<file path="src/rtl/kernel_sequencer.sv">
// Fetches each valid 3x3 window of a byte image, packs it into three 24-bit cache rows,
// captures the ALU result and writes it out. Define KSEQ_SLIDE_REUSE_EN for column reuse.
module kernel_sequencer #(
   parameter int bus    = 8,
   parameter int IMG_W  = 16,
   parameter int IMG_H  = 16,
   parameter int ADDR_W = 16
) (
   input  logic                  clk,
   input  logic                  rst,
   input  logic                  start,
   input  logic [1:0]            kernelsel_in,
   input  logic [ADDR_W-1:0]     src_base,
   input  logic [ADDR_W-1:0]     dst_base,
   output logic                  rd_en,
   output logic [ADDR_W-1:0]     rd_addr,
   input  logic [7:0]            rd_data,
   output logic [2:0][23:0]      cache,
   output logic [1:0]            kernelsel,
   input  logic [bus-1:0]        alu_result,
   output logic                  wr_en,
   output logic [ADDR_W-1:0]     wr_addr,
   output logic [bus-1:0]        wr_data,
   output logic                  busy,
   output logic                  done,
   output logic [2:0]            state_dbg
);

   // Handshake: start is a single-cycle request honoured only in IDLE; rd_data is
   // expected exactly one cycle after rd_en; wr_en is a one-cycle write strobe.

`ifdef KSEQ_SLIDE_REUSE_EN
   localparam bit REUSE_EN = 1'b1;
`else
   localparam bit REUSE_EN = 1'b0;
`endif

   localparam logic [7:0] X_LAST = 8'(IMG_W - 2);
   localparam logic [7:0] Y_LAST = 8'(IMG_H - 2);

   typedef enum logic [2:0] {
      S_IDLE  = 3'd0,
      S_FETCH = 3'd1,
      S_DRAIN = 3'd2,
      S_EXEC  = 3'd3,
      S_WRITE = 3'd4,
      S_DONE  = 3'd5
   } state_t;

   state_t                state_q, state_d;
   logic [7:0]            x_q, x_d;
   logic [7:0]            y_q, y_d;
   logic [1:0]            rrow_q, rrow_d;
   logic [1:0]            rcol_q, rcol_d;
   logic                  cap_en_q, cap_en_d;
   logic [1:0]            cap_row_q, cap_row_d;
   logic [2:0][23:0]      cache_q, cache_d;
   logic [1:0]            ks_q, ks_d;
   logic [ADDR_W-1:0]     src_q, src_d;
   logic [ADDR_W-1:0]     dst_q, dst_d;
   logic [bus-1:0]        wdata_q, wdata_d;

   logic                  reuse;
   logic [1:0]            rd_col;
   logic                  last_rd;
   logic                  last_win;
   logic [ADDR_W-1:0]     rd_off;
   logic [ADDR_W-1:0]     wr_off;

   always_ff @(posedge clk) begin
      if (rst) begin
         state_q   <= S_IDLE;
         x_q       <= '0;
         y_q       <= '0;
         rrow_q    <= '0;
         rcol_q    <= '0;
         cap_en_q  <= 1'b0;
         cap_row_q <= '0;
         cache_q   <= '0;
         ks_q      <= '0;
         src_q     <= '0;
         dst_q     <= '0;
         wdata_q   <= '0;
      end else begin
         state_q   <= state_d;
         x_q       <= x_d;
         y_q       <= y_d;
         rrow_q    <= rrow_d;
         rcol_q    <= rcol_d;
         cap_en_q  <= cap_en_d;
         cap_row_q <= cap_row_d;
         cache_q   <= cache_d;
         ks_q      <= ks_d;
         src_q     <= src_d;
         dst_q     <= dst_d;
         wdata_q   <= wdata_d;
      end
   end

   always_comb begin
      state_d   = state_q;
      x_d       = x_q;
      y_d       = y_q;
      rrow_d    = rrow_q;
      rcol_d    = rcol_q;
      cap_en_d  = 1'b0;
      cap_row_d = cap_row_q;
      cache_d   = cache_q;
      ks_d      = ks_q;
      src_d     = src_q;
      dst_d     = dst_q;
      wdata_d   = wdata_q;
      rd_en     = 1'b0;
      wr_en     = 1'b0;
      done      = 1'b0;

      // With reuse, only the new right-hand column is read; the shift keeps the other two.
      reuse    = REUSE_EN && (x_q != 8'd1);
      rd_col   = reuse ? 2'd2 : rcol_q;
      last_rd  = (rrow_q == 2'd2) && (reuse || (rcol_q == 2'd2));
      last_win = (x_q == X_LAST) && (y_q == Y_LAST);

      if (cap_en_q) begin
         cache_d[cap_row_q] = {cache_q[cap_row_q][15:0], rd_data};
      end

      case (state_q)
         S_IDLE: begin
            if (start) begin
               ks_d    = kernelsel_in;
               src_d   = src_base;
               dst_d   = dst_base;
               x_d     = 8'd1;
               y_d     = 8'd1;
               rrow_d  = '0;
               rcol_d  = '0;
               state_d = S_FETCH;
            end
         end
         S_FETCH: begin
            rd_en     = 1'b1;
            cap_en_d  = 1'b1;
            cap_row_d = rrow_q;
            if (last_rd) begin
               state_d = S_DRAIN;
            end else if (reuse || (rcol_q == 2'd2)) begin
               rcol_d = '0;
               rrow_d = rrow_q + 2'd1;
            end else begin
               rcol_d = rcol_q + 2'd1;
            end
         end
         S_DRAIN: state_d = S_EXEC;
         S_EXEC: begin
            wdata_d = alu_result;
            state_d = S_WRITE;
         end
         S_WRITE: begin
            wr_en  = 1'b1;
            rrow_d = '0;
            rcol_d = '0;
            if (last_win) begin
               state_d = S_DONE;
            end else begin
               if (x_q == X_LAST) begin
                  x_d = 8'd1;
                  y_d = y_q + 8'd1;
               end else begin
                  x_d = x_q + 8'd1;
               end
               state_d = S_FETCH;
            end
         end
         S_DONE: begin
            done    = 1'b1;
            state_d = S_IDLE;
         end
         default: state_d = S_IDLE;
      endcase

      // Offsets are reduced to ADDR_W bits so the base addition wraps modulo 2^ADDR_W.
      rd_off = ADDR_W'((32'(y_q) + 32'(rrow_q) - 32'd1) * 32'(IMG_W)
                       + 32'(x_q) + 32'(rd_col) - 32'd1);
      wr_off = ADDR_W'((32'(y_q) - 32'd1) * 32'(IMG_W - 2) + 32'(x_q) - 32'd1);
   end

   assign rd_addr   = rd_en ? (src_q + rd_off) : '0;
   assign wr_addr   = wr_en ? (dst_q + wr_off) : '0;
   assign wr_data   = wdata_q;
   assign cache     = cache_q;
   assign kernelsel = ks_q;
   assign busy      = (state_q == S_FETCH) || (state_q == S_DRAIN) ||
                      (state_q == S_EXEC)  || (state_q == S_WRITE);
   assign state_dbg = state_q;

endmodule

</file>
<file path="config.mk">
export PLATFORM = sky130hd
export DESIGN_NAME = kernel_sequencer
export DESIGN_NICKNAME = d
export VERILOG_FILES = /design/src/rtl/kernel_sequencer.sv
export SDC_FILE = /design/constraint.sdc
export NUM_CORES = 1
export LEC_CHECK = 0
export CORE_ASPECT_RATIO = 2
export CORE_MARGIN = 2
export CORE_UTILIZATION = 40
export CTS_CLUSTER_SIZE = 10
export DETAILED_ROUTE_END_ITERATION = 10
export GPL_ROUTABILITY_DRIVEN = 1
export PLACE_DENSITY = 0.69
export SLEW_MARGIN = 0
export SYNTH_ARGS = -nofsm -noshare
export SYNTH_HDL_FRONTEND = slang
export SYNTH_SLANG_ARGS = --single-unit
</file>
<file path="constraint.sdc">
create_clock -name clk -period 5.8 [get_ports clk]
set_input_delay 0.58 -clock clk [delete_from_list [all_inputs] [get_ports clk]]
set_output_delay 0.58 -clock clk [all_outputs]
set_load 0.005 [all_outputs]
</file>
# [Yosys cells after proc, flatten, opt, wreduce, memory -nomap -nowiden]
# Index checks and enable logic that the tools add are counted.
[op_classes] n_reduce_logical=15 n_addsub=14 eq_ne=15 mux=28 n_mul=1 order_cmp=2
[ops] op="$bwmux W72" count=1
[ops] op="$bmux W24 S2" count=1
[ops] op="$demux W24 S2" count=1
[ops] op="$mux W16" count=3
[ops] op="$mux W8" count=5
[ops] op="$add A16 B16 Y16" count=2
[ops] op="$mul A32 B3 Y15 const B" count=1
[ops] op="$pmux W8 S2" count=2
[ops] op="$mux W24" count=1
[ops] op="$add A15 B3 Y16" count=1
[ops] op="$add A16 B8 Y16" count=1
[ops] op="$add A8 B1 Y8 const B" count=2
[ops] op="$eq A8 B4 Y1 const B" count=2
[ops] op="$sub A16 B1 Y16 const B" count=1
[ops] op="$sub A16 B2 Y16 const B" count=1
[ops] op="$add A14 B9 Y15" count=1
[ops] op="$pmux W3 S5" count=1
[ops] op="$ne A2 B2 Y1 const B" count=6
[ops] op="$pmux W2 S3" count=2
[ops] op="$mux W2" count=5
[ops] op="$sub A9 B1 Y10 const B" count=1
[ops] op="$add A8 B2 Y9" count=1
[ops] op="$mux W3" count=3
[ops] op="$sub A8 B1 Y9 const B" count=1
[ops] op="other kinds (16)" count=29
[totals] reg_bits=140 word_cells=89 output_inout_bits=121 inputBits=53

# [Depth between registers and ports, before layout]
[depth] ltp_word=7 ltp_mapped=26 depth_no_buf=26

# [Worst setup path before layout]
# OpenSTA, ideal clock, no wires.
[synth_timing] path_kind="register to output" from="reg y_q[0]" to="out wr_addr[15]" stages_incl_launch_ff=24 n_path_buf=1 required_ns=5.220 t_arrival_ns=4.806 setup_slack_ns=0.414 cell_sequence="dfxtp_1 > buf_4 > inv_1 > ha_1 > inv_1 > a21boi_0 > xnor2_1 > inv_1 > ha_1 > ha_1 > and3_1 > a221oi_2 > o21bai_1 > a21oi_1 > xor2_1 > ha_1 > inv_1 > ha_1 > ha_1 > a21o_1 > a21oi_1 > o21ai_0 > o32a_1 > mux2i_1"
[synth_between] elab_chain_cells=6
[synth_lines] element="start: declaration" line="52" text="logic [7:0] y_q, y_d;"
[synth_lines] element="start signal: assignment" line="87" text="y_q <= y_d;"
[synth_lines] element="$sub A8 B1 Y9" line="184" text="wr_off = ADDR_W'((32'(y_q) - 32'd1) * 32'(IMG_W - 2) + 32'(x_q) - 32'd1);"
[synth_lines] element="$mul A32 B3 Y15" line="184"
[synth_lines] element="$add A16 B8 Y16" line="184"
[synth_lines] element="$sub A16 B1 Y16" line="184"
[synth_lines] element="$add A16 B16 Y16" line="188" text="assign wr_addr = wr_en ? (dst_q + wr_off) : '0;"
[synth_lines] element="$mux W16" line="188"
[synth_lines] element="end: declaration" line="22" text="output logic [ADDR_W-1:0] wr_addr,"
# Every way passes these cells.

# [Final worst setup path]
[layout_timing] from="reg y_q[1]" to="out wr_addr[14]"
# Same word-level chain as after synthesis.

==> run metrics <==
# diodes=0; drt pass-1 iters=4; Multi-input gate area=6060 sq um; Die Y-Extent=around 220 um; largest net degree at the start of global routing=95; Final Hold Viols=0; initial DRC count=355; Starting Density=40.4%; DRC Markers=0; clk slew on worst S/H paths=approximately 0.060 ns; Seq cells post-synth=140; setup violators final=1; total power draw=4.80 mW; Site Rows=79; Post-Syn Area=9310 sq um; first-pass GRT wire length=39300 um; critical path capture point type=output pin; Core Box Area=between 20000 and 25000 sq um; Hold Crit Class=reg2reg; Leakage=4.98 nW; Congestion Overflow GR=0; post-synth cell types=55; final worst-path cycle share=101%; worst path required time=5.22 ns; clock latency on the worst-skew pair=0.44 ns; clock root cell=clkbuf_16; Slew Limit Fails=0; share of the synthesized area in the top cell type=30.1%; unrepaired setup endpoints after global routing=true; Register Area=2810 sq um; Finished Layout Cells=1636; most common cell after layout, fill and taps aside=clkdlybuf4s50_1; worst slew pin tran=0.973 ns; number of port buffers=173; Avg Inst Size Synth=7.94 sq um; Via Count=8335; Post-DP HPWL=17700 um; CTS tree=yes; Wirelength per Cell=between 10 and 15 um; H-tree lvl count=4; clock skew=about 0.0066 ns; Ys Warns=0; CP startpoint kind=flop; vias in the first global route=8237; post-route design area=12300 sq um; Routed WL=24500 um; Synth area leader=dfxtp_1; Synth Flop Type=dfxtp_1; most frequent cells in the layout=clkdlybuf4s50_1 (167), nand2_1 (153), dfxtp_1 (138); Cell Pwr Density=392 nW/um^2; Syn-to-layout area delta=31.7%; VDD IR max=0.000348 V; TritonCTS Buffers=17; worst endpoint data arrival time=around 5.3 ns; hold_ws=0.453 ns; nets@finish=1527; Rel. slew slack=35.2%; Die ar.=around 25000 sq um; Synth Instances=1172; fraction of layout cells with a size suffix above 1=8.57%; vias per cell=5.09; EDFF count, synth=0; crit-path max FO=5; final worst slack=-0.0685 ns; share of flip-flops with an asynchronous set or reset=0%; RePlAce Congestion=about 0.90; gr usage total=19.6%; IO Pins=174; clock tree buffer depth=2; Placed Cells=1599; placed cell areas=11300 sq um; min Tclk post-route=between 5 and 6 ns; initial antenna violation count=0; sequential fraction of the synthesis area=30.1%; failing checks=negative setup slack; # hold bufs at CTS=0; status=finished with violations; Synth area leaders=dfxtp_1 (30%), ha_1 (16%), a21oi_1 (6.3%); DIE WIDTH=112 um; Fmax achieved=approximately 0.17 GHz; Synthesized Nets=1359; post-route ant nets=0; Max Cap Viol=0; # fillers=roughly 2100; CTS sink cnt=140; crit path kind=reg2out; setup TNS=-0.0685 ns
## worst max-delay path: stages, from the launching register on
cell,delay [ns]
dfxtp_2,0.33
inv_2,0.06
ha_1,0.19
nand2_1,0.07
nand2_2,0.08
xnor2_2,0.14
buf_4,0.16
xnor2_2,0.13
ha_1,0.33
ha_4,0.27
and3_1,0.15
a221oi_2,0.27
buf_4,0.16
o21ai_1,0.07
a21oi_2,0.17
xor2_1,0.09
ha_1,0.31
inv_1,0.05
ha_1,0.32
ha_4,0.19
a21oi_2,0.16
nor2b_1,0.08
nor2_1,0.15
nor2b_1,0.06
nor3_1,0.26
nand3_1,0.14
clkdlybuf4s50_1,0.46
## cell type report
type                    instances  share of cell area [%]
inverters                     137                    4.19
repair buffers                203                    16.0
multi-input cells             841                    49.4
clock inverters                13                    1.14
flip-flops and latches        140                    22.9
clock buffers                  19                    3.53
well taps                     283                    2.89
## power by group
part,switching (mW),leakage [nW],internal (mW),total (mW)
Sequential,0.0192,1.14,0.990,1.01
Combinational,1.40,3.56,1.31,2.71
Clock,0.452,0.276,0.635,1.09
## final timing paths
path            start     endpoint  slack (ns)  cells past startpoint
max            y_q[1]  wr_addr[14]       -0.07                     26
min          src_q[3]     src_q[3]        0.45                      2
max reg2reg    y_q[7]       y_q[4]        3.21                      8
min reg2reg  src_q[3]     src_q[3]        0.45                      2
## per-layer routing
layer  wire [um]  GRT usage (%)  vias to the layer above
li1            -              -                     4247
met1       11000           24.3                     3874
met2       11900           33.5                      187
met3        1170           3.93                       27
met4         443           7.24                        0
met5           0              0                        -
## Yosys cell counts (all sizes together) (2+ instances only)
library cell  number
a211oi            53
a21o              18
a21oi            118
a22oi              2
a31oi              5
and2               6
and3               9
and3b              2
and4               3
buf               18
clkbuf            36
clkinv             2
dfxtp            140
fa                17
ha               117
inv              135
mux2i             19
nand2            154
nand2b            11
nand3             21
nand4             10
nand4b             3
nor2             127
nor2b              7
nor3               6
nor3b              4
nor4               4
o21a               4
o21ai             18
o21bai            14
o22ai              2
o32a               4
or2                4
or3                6
or4                2
xnor2             46
xor2              15
## registers in the layout, indices dropped and copies added (netlist names)
| signal | cells |
|---|---|
| kernelsel | 2 |
| dst_q | 16 |
| x_q | 8 |
| wr_data | 8 |
| y_q | 8 |
| rcol_q | 2 |
| src_q | 16 |
| cache | 72 |
| rrow_q | 2 |
| cap_row_q | 2 |
| cap_en_q | 1 |
| state_dbg | 3 |
## metrics by stage
stage / setup slack, ns / utilization, %
6_report: -0.0685 / 53.2
5_1_grt: -0.272 / 53.2
4_1_cts: -0.0185 / 52.4
3_5_place_dp: 0.0233 / 49.3
3_3_place_gp: 0.137 / 49.3
2_1_floorplan: 0.414 / -
## what timing repair did
action / 4_1_cts / 5_1_grt
resized for setup: 29 / 29
endpoints found under the setup margin: 8 / 8
buffers inserted: 2 / 3
pin swaps: 10 / 16
## cells by family (layout without fill, tap and decap cells)
family	Yosys count	count (layout)	synth area share, %
buf+inv	191	372	8.08
simple gates	383	383	18.4
compound gates	244	244	16.2
xor+xnor	61	61	5.74
fa+ha+maj	134	134	19.4
mux	19	19	2.04
flops	140	140	30.1
No activity file was read; power rests on OpenSTA's default activity.
